[config.mk]
export PLATFORM = sky130hd
export DESIGN_NAME = booth_mult_ctrl_flat
export DESIGN_NICKNAME = d
export VERILOG_FILES = /design/src/rtl/booth_mult_ctrl_pkg.sv /design/src/rtl/booth_mult_ctrl_if.sv /design/src/rtl/booth_iter_counter.sv /design/src/rtl/booth_mult_ctrl.sv /design/src/flat_wrapper.sv
export SDC_FILE = /design/constraint.sdc
export NUM_CORES = 1
export LEC_CHECK = 0
export BUFFER_PORTS_ARGS = -buffer_cell sky130_fd_sc_hd__buf_2
export CAP_MARGIN = 20
export CORE_AREA = 2 2 39 41
export CTS_BUF_LIST = sky130_fd_sc_hd__clkbuf_8
export DETAILED_ROUTE_END_ITERATION = 8
export DIE_AREA = 0 0 41 43
export PLACE_DENSITY_LB_ADDON = 0.25
export SLEW_MARGIN = 10
export SYNTH_ARGS = -nofsm -noshare
export SYNTH_HDL_FRONTEND = slang
export SYNTH_SLANG_ARGS = --single-unit
export TNS_END_PERCENT = 50
[constraint.sdc]
create_clock -name i_clk -period 1.1 [get_ports i_clk]
set_input_delay 0.165 -clock i_clk [delete_from_list [all_inputs] [get_ports i_clk]]
set_output_delay 0.165 -clock i_clk [all_outputs]
set_load 0.05 [all_outputs]
[src/rtl/booth_mult_ctrl_pkg.sv]
// Shared types and constants for the radix-2 Booth multiplier controller:
// FSM state encoding, Booth pair decode and the strobe bundle.
package booth_mult_ctrl_pkg;

    localparam int DEF_DATA_WIDTH = 4;
    localparam int DEF_CNT_WIDTH  = 3;

    localparam logic [1:0] PAIR_ADD = 2'b01;
    localparam logic [1:0] PAIR_SUB = 2'b10;

    typedef enum logic [2:0] {
        ST_IDLE  = 3'd0,
        ST_LOAD  = 3'd1,
        ST_CHECK = 3'd2,
        ST_SHIFT = 3'd3,
        ST_DONE  = 3'd4
    } state_e;

    typedef enum logic [1:0] {
        OP_NONE = 2'd0,
        OP_ADD  = 2'd1,
        OP_SUB  = 2'd2
    } booth_op_e;

    typedef struct packed {
        logic load_acc;
        logic load_q;
        logic load_m;
        logic clr_q;
        logic sel_mux;
        logic add_sub;
        logic cin;
        logic shift;
        logic busy;
        logic done;
    } strobes_t;

    // Pairs 00 and 11 sit inside a run of equal bits, so nothing is added.
    function automatic booth_op_e booth_decode(input logic [1:0] pair);
        booth_op_e op;
        op = OP_NONE;
        if (pair == PAIR_ADD) begin
            op = OP_ADD;
        end else if (pair == PAIR_SUB) begin
            op = OP_SUB;
        end
        return op;
    endfunction

endpackage

[src/rtl/booth_mult_ctrl_if.sv]
// Host/datapath side of the Booth controller: start request, multiplier
// LSB pair and every datapath strobe.
interface booth_mult_ctrl_if;

    logic i_start;
    logic i_q0;
    logic i_q_m1;
    logic o_load_acc;
    logic o_load_q;
    logic o_load_m;
    logic o_clr_q;
    logic o_sel_mux;
    logic o_add_sub;
    logic o_cin;
    logic o_shift;
    logic o_busy;
    logic o_done;

    modport slave (
        input  i_start,
        input  i_q0,
        input  i_q_m1,
        output o_load_acc,
        output o_load_q,
        output o_load_m,
        output o_clr_q,
        output o_sel_mux,
        output o_add_sub,
        output o_cin,
        output o_shift,
        output o_busy,
        output o_done
    );

    modport master (
        output i_start,
        output i_q0,
        output i_q_m1,
        input  o_load_acc,
        input  o_load_q,
        input  o_load_m,
        input  o_clr_q,
        input  o_sel_mux,
        input  o_add_sub,
        input  o_cin,
        input  o_shift,
        input  o_busy,
        input  o_done
    );

endinterface

[src/rtl/booth_iter_counter.sv]
// Iteration counter for the Booth controller: loaded with the operand width,
// decremented once per shift, flags the final iteration.
module booth_iter_counter
    import booth_mult_ctrl_pkg::*;
#(
    parameter int CNT_WIDTH  = DEF_CNT_WIDTH,
    parameter int LOAD_VALUE = DEF_DATA_WIDTH
) (
    input  logic clk,
    input  logic rst,
    input  logic load,
    input  logic dec,
    output logic last
);

    logic [CNT_WIDTH-1:0] cnt_q;
    logic [CNT_WIDTH-1:0] cnt_d;

    // Saturating at zero keeps the count from wrapping if dec ever arrives late.
    always_comb begin
        cnt_d = cnt_q;
        if (load) begin
            cnt_d = CNT_WIDTH'(LOAD_VALUE);
        end else if (dec && (cnt_q != '0)) begin
            cnt_d = cnt_q - CNT_WIDTH'(1);
        end
    end

    always_ff @(posedge clk) begin
        if (rst) begin
            cnt_q <= '0;
        end else begin
            cnt_q <= cnt_d;
        end
    end

    assign last = (cnt_q == CNT_WIDTH'(1));

endmodule

[src/rtl/booth_mult_ctrl.sv]
// Radix-2 Booth multiplier controller: LOAD, then CHECK/SHIFT per multiplier
// bit, then a one-cycle DONE pulse. Strobes decode from state and {Q0, Q-1}.
module booth_mult_ctrl
    import booth_mult_ctrl_pkg::*;
#(
    parameter int DATA_WIDTH = DEF_DATA_WIDTH,
    parameter int CNT_WIDTH  = DEF_CNT_WIDTH
) (
    input  logic               i_clk,
    input  logic               i_rst,
    booth_mult_ctrl_if.slave   bus
);

    state_e   state_q;
    state_e   state_d;
    strobes_t str;
    logic     cnt_last;

    booth_iter_counter #(
        .CNT_WIDTH  (CNT_WIDTH),
        .LOAD_VALUE (DATA_WIDTH)
    ) u_iter_counter (
        .clk  (i_clk),
        .rst  (i_rst),
        .load (state_q == ST_LOAD),
        .dec  (state_q == ST_SHIFT),
        .last (cnt_last)
    );

    always_ff @(posedge i_clk) begin
        if (i_rst) begin
            state_q <= ST_IDLE;
        end else begin
            state_q <= state_d;
        end
    end

    // Start is only looked at in IDLE, so requests during an operation are dropped.
    always_comb begin
        state_d = state_q;
        case (state_q)
            ST_IDLE:  if (bus.i_start) state_d = ST_LOAD;
            ST_LOAD:  state_d = ST_CHECK;
            ST_CHECK: state_d = ST_SHIFT;
            ST_SHIFT: state_d = cnt_last ? ST_DONE : ST_CHECK;
            ST_DONE:  state_d = ST_IDLE;
            default:  state_d = ST_IDLE;
        endcase
    end

    always_comb begin
        str = '0;
        case (state_q)
            ST_LOAD: begin
                str.load_m   = 1'b1;
                str.load_q   = 1'b1;
                str.clr_q    = 1'b1;
                str.load_acc = 1'b1;
                str.busy     = 1'b1;
            end
            ST_CHECK: begin
                str.busy = 1'b1;
                case (booth_decode({bus.i_q0, bus.i_q_m1}))
                    OP_ADD: begin
                        str.load_acc = 1'b1;
                        str.sel_mux  = 1'b1;
                    end
                    // Subtract as add of ~M with carry-in 1.
                    OP_SUB: begin
                        str.load_acc = 1'b1;
                        str.sel_mux  = 1'b1;
                        str.add_sub  = 1'b1;
                        str.cin      = 1'b1;
                    end
                    default: ;
                endcase
            end
            ST_SHIFT: begin
                str.shift  = 1'b1;
                str.load_q = 1'b1;
                str.busy   = 1'b1;
            end
            ST_DONE: begin
                str.done = 1'b1;
                str.busy = 1'b1;
            end
            default: ;
        endcase
    end

    assign bus.o_load_acc = str.load_acc;
    assign bus.o_load_q   = str.load_q;
    assign bus.o_load_m   = str.load_m;
    assign bus.o_clr_q    = str.clr_q;
    assign bus.o_sel_mux  = str.sel_mux;
    assign bus.o_add_sub  = str.add_sub;
    assign bus.o_cin      = str.cin;
    assign bus.o_shift    = str.shift;
    assign bus.o_busy     = str.busy;
    assign bus.o_done     = str.done;

endmodule

[src/flat_wrapper.sv]
// flat-port wrapper written by rule: the top's interface ports become plain ports
module booth_mult_ctrl_flat import booth_mult_ctrl_pkg::*;
#(
    parameter int DATA_WIDTH = DEF_DATA_WIDTH,
    parameter int CNT_WIDTH  = DEF_CNT_WIDTH
)
  (i_clk, i_rst, bus_i_start, bus_i_q0, bus_i_q_m1, bus_o_load_acc, bus_o_load_q, bus_o_load_m, bus_o_clr_q, bus_o_sel_mux, bus_o_add_sub, bus_o_cin, bus_o_shift, bus_o_busy, bus_o_done);
  booth_mult_ctrl_if bus_i ();
  input  logic i_clk;
  input  logic i_rst;
  input wire logic [$bits(bus_i.i_start)-1:0] bus_i_start;
  input wire logic [$bits(bus_i.i_q0)-1:0] bus_i_q0;
  input wire logic [$bits(bus_i.i_q_m1)-1:0] bus_i_q_m1;
  output wire logic [$bits(bus_i.o_load_acc)-1:0] bus_o_load_acc;
  output wire logic [$bits(bus_i.o_load_q)-1:0] bus_o_load_q;
  output wire logic [$bits(bus_i.o_load_m)-1:0] bus_o_load_m;
  output wire logic [$bits(bus_i.o_clr_q)-1:0] bus_o_clr_q;
  output wire logic [$bits(bus_i.o_sel_mux)-1:0] bus_o_sel_mux;
  output wire logic [$bits(bus_i.o_add_sub)-1:0] bus_o_add_sub;
  output wire logic [$bits(bus_i.o_cin)-1:0] bus_o_cin;
  output wire logic [$bits(bus_i.o_shift)-1:0] bus_o_shift;
  output wire logic [$bits(bus_i.o_busy)-1:0] bus_o_busy;
  output wire logic [$bits(bus_i.o_done)-1:0] bus_o_done;
  assign bus_i.i_start = bus_i_start;
  assign bus_i.i_q0 = bus_i_q0;
  assign bus_i.i_q_m1 = bus_i_q_m1;
  assign bus_o_load_acc = bus_i.o_load_acc;
  assign bus_o_load_q = bus_i.o_load_q;
  assign bus_o_load_m = bus_i.o_load_m;
  assign bus_o_clr_q = bus_i.o_clr_q;
  assign bus_o_sel_mux = bus_i.o_sel_mux;
  assign bus_o_add_sub = bus_i.o_add_sub;
  assign bus_o_cin = bus_i.o_cin;
  assign bus_o_shift = bus_i.o_shift;
  assign bus_o_busy = bus_i.o_busy;
  assign bus_o_done = bus_i.o_done;
  booth_mult_ctrl #(.DATA_WIDTH(DATA_WIDTH), .CNT_WIDTH(CNT_WIDTH)) u_core (.i_clk(i_clk), .i_rst(i_rst), .bus(bus_i));
endmodule
==> qor.txt, run 1 <==
Status -> finished, violations left
Failing checks -> negative setup slack
Clk sinks -> 6
Seq/Total Area, Yosys -> 0.304
Worst clock skew -> 0.000783 ns
Vias -> 398
Clk_lat worst skew -> 0.23 ns
DRC Markers -> 0
Die Y -> 43 µm
Boundary pin count -> 15
Crit-path leading delay family -> flip-flops
Endpoints failing hold -> 0
Drt wl/cell -> 13.4 µm
#FFs+latches synth -> 6
Hpwl dp -> 718 µm
Fin nets -> 79
Setup CP Type -> reg -> out
Synth cell types -> 25
Routed WL -> 1.13 mm
Fmax -> 779 MHz
First-pass GRT wire length -> 1.78 mm
Synthesized cell area -> 395 µm²
DRT iter0 DRCs -> 2
Buf/Inv on CP -> 2
Ys flop type -> dfxtp_1
GP Congestion -> 0.716
Setup_tns -> -1.42 ns
Detail Route Antenna Nets -> 0
Site Rows -> 14
Cts bufs inserted -> 3
Fin worst setup slack -> -0.183 ns
Pre-CTS setup slack -> -0.146 ns
Data arrival, critical path -> 1.12 ns
Area of the core -> 0.00138 mm²
Worst-Margin Slew -> 0.221 ns
Most common cell after layout, fill and taps aside -> buf_4
Leakage -> 0.000326 µW
Hold WC Path Type -> in -> reg
Grt ovf -> 0
Post-synth ARST share -> 0
Crit path cell chain -> buf_4, o22ai_4, buf_6
Initial antenna violation count -> 0
CTS root buf -> clkbuf_8
Tmin final -> 1.28 ns
Mapped Nets -> 56
RSZ-0062 raised after global routing -> true
Max clock buf depth -> 2
# H-tree levels -> 1
Final cell count without fillers -> 84
Vias per cell -> 4.74
Ys Warns -> 0
Vias in the first global route -> 387
Clock transition at path regs -> 0.04 ns
Area Overhead vs Synth -> 88.3%
DR pass1 iterations -> 4
Proportion of layout cells with a drive suffix above 1 -> 0.662
WP data required -> 0.94 ns
I/O Buffers -> 14
Startpoint type of the worst setup path -> flop
Cells after synthesis -> 47
Setup Viol. Count Final -> 12
CP peak stage delay -> 0.37 ns
Crit Path Max Fanout -> 5
Relative slew slack -> 0.852
Die Area -> 0.00176 mm²
Post-synth EDFFs -> 0
Diodes inserted -> 0
Critical-path top delay cell -> dfxtp_4
Gr usage total -> 0.158
Initial Util -> 0.286
Die W -> 41 µm
Worst setup EP type -> primary output
Cells after DPL -> 79
Syn avg cell area -> 8.41 µm²
Ratio of final minimum period to clock period -> 1.17
Commonest non-fill, non-tap cells in the layout -> buf_4 (8), buf_6 (6)
TritonCTS clock tree -> done
Maximum Capacitance Violations -> 0
VDD IR-drop max -> 0.000615 V
Count of final max-slew check failures -> 0
PD cells -> 1210 mW/mm²
Pin count of the biggest net entering global routing -> 10
## worst min-delay path: stages
cell     delay [ns]
buf_2          0.08
o21ai_0        0.07
nor2_1         0.08
## repair_timing
| item | CTS | global route |
|---|---|---|
| hold buffers | 0 | 0 |
| pin swaps | 6 | 2 |
| endpoints found under the setup margin | 14 | 14 |
| setup buffers | 1 | 1 |
| resized for setup | 32 | 6 |
## power breakdown
group	total (µW)	internal (µW)	switching [µW]
sequential	247	227	19.8
clock	341	236	105
combinational	312	131	181
total	899	594	305
## area by class of cell
type / instances / area, µm²
Clock buffer: 3 / 41.3
Fill cell: 136 / 639
Inverter: 5 / 21.3
Multi-Input combinational cell: 32 / 322
Sequential cell: 6 / 133
Tap cell: 16 / 20.0
Timing Repair Buffer: 22 / 208
## cell families after synthesis
family          Yosys count  synth area share
xor+xnor                  1            0.0222
simple gates             19             0.291
buf+inv                   9             0.114
compound gates            8             0.142
fa+ha+maj                 4             0.127
flops                     6             0.304
## registers in the layout (all words and copies together), names as in the netlist
name / cells
u_core.state_q: 3
u_core.u_iter_counter.cnt_q: 3
## Yosys cell counts (all sizes together), types with 2 or more instances
| master | count | area (µm²) |
|---|---|---|
| nand2b | 2 | 20.0 |
| nand4 | 2 | 12.5 |
| and2 | 2 | 15.0 |
| nor2 | 8 | 30.0 |
| inv | 5 | 21.3 |
| buf | 3 | 20.0 |
| o31ai | 3 | 22.5 |
| dfxtp | 6 | 120 |
| ha | 4 | 50.1 |
## stage by stage
stage / utilization / cell area [µm²] / total power [µW] / hold slack [ns]
after floorplan: - / 467 / 447 / 0.317
after global placement: 0.410 / 568 / 496 / 0.423
after detailed placement: 0.410 / 568 / 499 / 0.431
after CTS: 0.521 / 721 / 891 / 0.203
after global routing: 0.538 / 744 / 943 / 0.242
final: 0.538 / 744 / 899 / 0.202
## path summary, 6_finish.rpt
| check | startpoint | to | slack, ns | cells past startpoint |
|---|---|---|---|---|
| max | u_core.state_q[1]$_SDFFE_PP0P_ | bus_o_load_acc | -0.18 | 3 |
| min | bus_i_start | u_core.state_q[0]$_SDFFE_PP0P_ | 0.20 | 3 |
| max reg2reg | u_core.state_q[1]$_SDFFE_PP0P_ | u_core.state_q[1]$_SDFFE_PP0P_ | -0.02 | 4 |
| min reg2reg | u_core.u_iter_counter.cnt_q[0]$_SDFFE_PP0P_ | u_core.u_iter_counter.cnt_q[0]$_SDFFE_PP0P_ | 0.51 | 2 |
## layer usage
| metal | global-route usage | share of wire | up-vias |
|---|---|---|---|
| li1 | - | - | 204 |
| met1 | 0.180 | 0.37 | 183 |
| met2 | 0.250 | 0.59 | 8 |
| met3 | 0.0314 | 0.026 | 3 |
| met4 | 0.100 | 0.020 | 0 |
| met5 | 0 | 0 | - |
(Power assumes the default switching activity.)
==> run 2, diff against run 1 <==
--- a/config.mk
+++ b/config.mk
@@ -7,6 +7,8 @@
 export LEC_CHECK = 0
 export BUFFER_PORTS_ARGS = -buffer_cell sky130_fd_sc_hd__buf_2
 export CAP_MARGIN = 20
+export CELL_PAD_IN_SITES_DETAIL_PLACEMENT = 0
+export CELL_PAD_IN_SITES_GLOBAL_PLACEMENT = 1
 export CORE_AREA = 2 2 39 41
 export CTS_BUF_LIST = sky130_fd_sc_hd__clkbuf_8
 export DETAILED_ROUTE_END_ITERATION = 8
==> run 2 against run 1 <==
  * The flow still finishes with violations (negative setup slack)
  * Clock power barely moved
  * Sequential power barely moved
  * Register-to-register slack got worse by 0.09 ns
  * Critical path depth rose by 1
  * Utilization rose by 1.7 points
  * Non-clock buffer count did not move
  * Critical endpoint is now bus_o_shift
==> qor.txt, run 2 (synthesized netlist as in run 1, its figures left out) <==
Status -> finished, violations left (unchanged)
Failing checks -> negative setup slack (unchanged)
Count of final max-slew check failures -> 0 (unchanged)
Die W -> 41 µm (unchanged)
Hpwl dp -> 671 µm (was 718 µm)
Pin count of the biggest net entering global routing -> 10 (unchanged)
Drt wl/cell -> 11.3 µm (was 13.4 µm)
Fmax -> 786 MHz (was 779 MHz)
# H-tree levels -> 1 (unchanged)
Proportion of layout cells with a drive suffix above 1 -> 0.647 (was 0.662)
Reg2reg end -> u_core.u_iter_counter.cnt_q[2]$_SDFFE_PP0P_ (was u_core.state_q[1]$_SDFFE_PP0P_)
Die Area -> 0.00176 mm² (unchanged)
Setup Viol. Count Final -> 11 (was 12)
Area Overhead vs Synth -> 94.3% (was 88.3%)
Site Rows -> 14 (unchanged)
R2R setup slack -> -0.11 ns (was -0.02 ns)
Data arrival, critical path -> 1.11 ns (was 1.12 ns)
Diodes inserted -> 0 (unchanged)
Top Registers -> u_core.state_q x3, u_core.u_iter_counter.cnt_q x3 (unchanged)
Grt ovf -> 0 (unchanged)
Max clock buf depth -> 2 (unchanged)
Finished Cell Area -> 768 µm² (was 744 µm²)
Worst-Margin Slew -> 0.185 ns (was 0.221 ns)
Worst clock skew -> 0.000555 ns (was 0.000783 ns)
Routed WL -> 949 µm (was 1.13 mm)
Ratio of final minimum period to clock period -> 1.16 (was 1.17)
Vias -> 404 (was 398)
Startpoint type of the worst setup path -> flop (unchanged)
Initial antenna violation count -> 0 (unchanged)
Placed Area -> 568 µm² (unchanged)
Maximum Capacitance Violations -> 0 (unchanged)
Crit Path Max Fanout -> 4 (was 5)
TritonCTS clock tree -> done (unchanged)
Final Hold Slack -> 0.204 ns (was 0.202 ns)
Initial Util -> 0.286 (unchanged)
Detail Route Antenna Nets -> 0 (unchanged)
Boundary pin count -> 15 (unchanged)
VDD IR-drop max -> 0.000600 V (was 0.000615 V)
RSZ-0062 raised after global routing -> true (unchanged)
# hold bufs at CTS -> 0 (unchanged)
Commonest non-fill, non-tap cells in the layout -> buf_6 (7), buf_4 (7) (was buf_4 (8), buf_6 (6))
DRC Markers -> 0 (unchanged)
Vias in the first global route -> 342 (was 387)
Endpoints failing hold -> 0 (unchanged)
PD cells -> 1180 mW/mm² (was 1210 mW/mm²)
Gr usage total -> 0.132 (was 0.158)
First-pass GRT wire length -> 1.48 mm (was 1.78 mm)
Fin nets -> 79 (unchanged)
Reg2reg start -> u_core.state_q[2]$_SDFFE_PP0P_ (was u_core.state_q[1]$_SDFFE_PP0P_)
Worst setup EP type -> primary output (unchanged)
CTS root buf -> clkbuf_8 (unchanged)
GP Congestion -> 0.642 (was 0.716)
Hold endpoint -> u_core.state_q[0]$_SDFFE_PP0P_ (unchanged)
Setup_tns -> -1.49 ns (was -1.42 ns)
Clk sinks -> 6 (unchanged)
Vias per cell -> 4.81 (was 4.74)
Cts bufs inserted -> 3 (unchanged)
Die Y -> 43 µm (unchanged)
WP data required -> 0.94 ns (about the same)
FF-to-FF path depth -> 6 (was 4)
Relative slew slack -> 0.876 (was 0.852)
Hold_sp -> bus_i_start (unchanged)
Hold depth -> 3 (unchanged)
DR pass1 iterations -> 2 (was 4)
Hold WC Path Type -> in -> reg (unchanged)
I/O Buffers -> 14 (unchanged)
Tmin final -> 1.27 ns (was 1.28 ns)
Clock transition at path regs -> 0.04 ns (about the same)
Fin worst setup slack -> -0.172 ns (was -0.183 ns)
Clk_lat worst skew -> 0.23 ns (about the same)
Leakage -> 0.000329 µW (was 0.000326 µW)
Area of the core -> 0.00138 mm² (unchanged)
Setup CP Type -> reg -> out (unchanged)
DRT iter0 DRCs -> 4 (was 2)
[run 2: final cells by class]
type	count	area (µm²)
Sequential cell	6	133
Inverter	5	21.3
Fill cell	130	616
Clock buffer	3	41.3
Timing Repair Buffer	22	211
Multi-Input combinational cell	32	342
Tap cell	16	20.0
[run 2: power by group]
| part | internal (µW) | total, µW | switching [µW] |
|---|---|---|---|
| sequential | 227 | 247 | 20.0 |
| clock | 236 | 341 | 105 |
| combinational | 136 | 315 | 179 |
[run 2: routing by layer]
metal  part of all wire  global-route usage  vias up
li1                   -                   -      207
met4              0.011              0.0600        0
met1               0.42               0.150      185
met3              0.064              0.0942        3
met5                  0                   0        -
met2               0.50               0.181        9
[run 2: what timing repair did]
item,CTS,global route
setup endpoints to repair,14,14
gates cloned,0,0
buffers inserted,1,1
pin swaps,5,3
gates resized for setup,34,6
[run 2: critical path, cell delays in order (launching register included)]
cell      delay (ns)
dfxtp_4         0.35
nand2b_4        0.18
inv_4           0.07
and2_4          0.14
buf_8           0.14
[run 2: worst max-delay path by stage]
stage / from / end / slack, ns / cells past startpoint
after global routing: u_core.state_q[2]$_SDFFE_PP0P_ / bus_o_shift / -0.20 / 4
after global placement: u_core.state_q[1]$_SDFFE_PP0P_ / bus_o_done / -0.11 / 3
after floorplan: u_core.state_q[2]$_SDFFE_PP0P_ / bus_o_load_m / -0.13 / 3
after detailed placement: u_core.state_q[0]$_SDFFE_PP0P_ / bus_o_load_acc / -0.12 / 4
final: u_core.state_q[2]$_SDFFE_PP0P_ / bus_o_shift / -0.17 / 4
after CTS: u_core.state_q[2]$_SDFFE_PP0P_ / bus_o_shift / -0.17 / 4
[run 2: through the flow]
step                      total power [µW]  setup slack (ns)   util  std cells
after CTS                              896            -0.170  0.525         83
final                                  903            -0.172  0.555         84
after detailed placement               497            -0.117  0.410         79
after floorplan                        447            -0.128      -         47
after global routing                   952            -0.202  0.555         84
after global placement                 498            -0.107  0.410         79
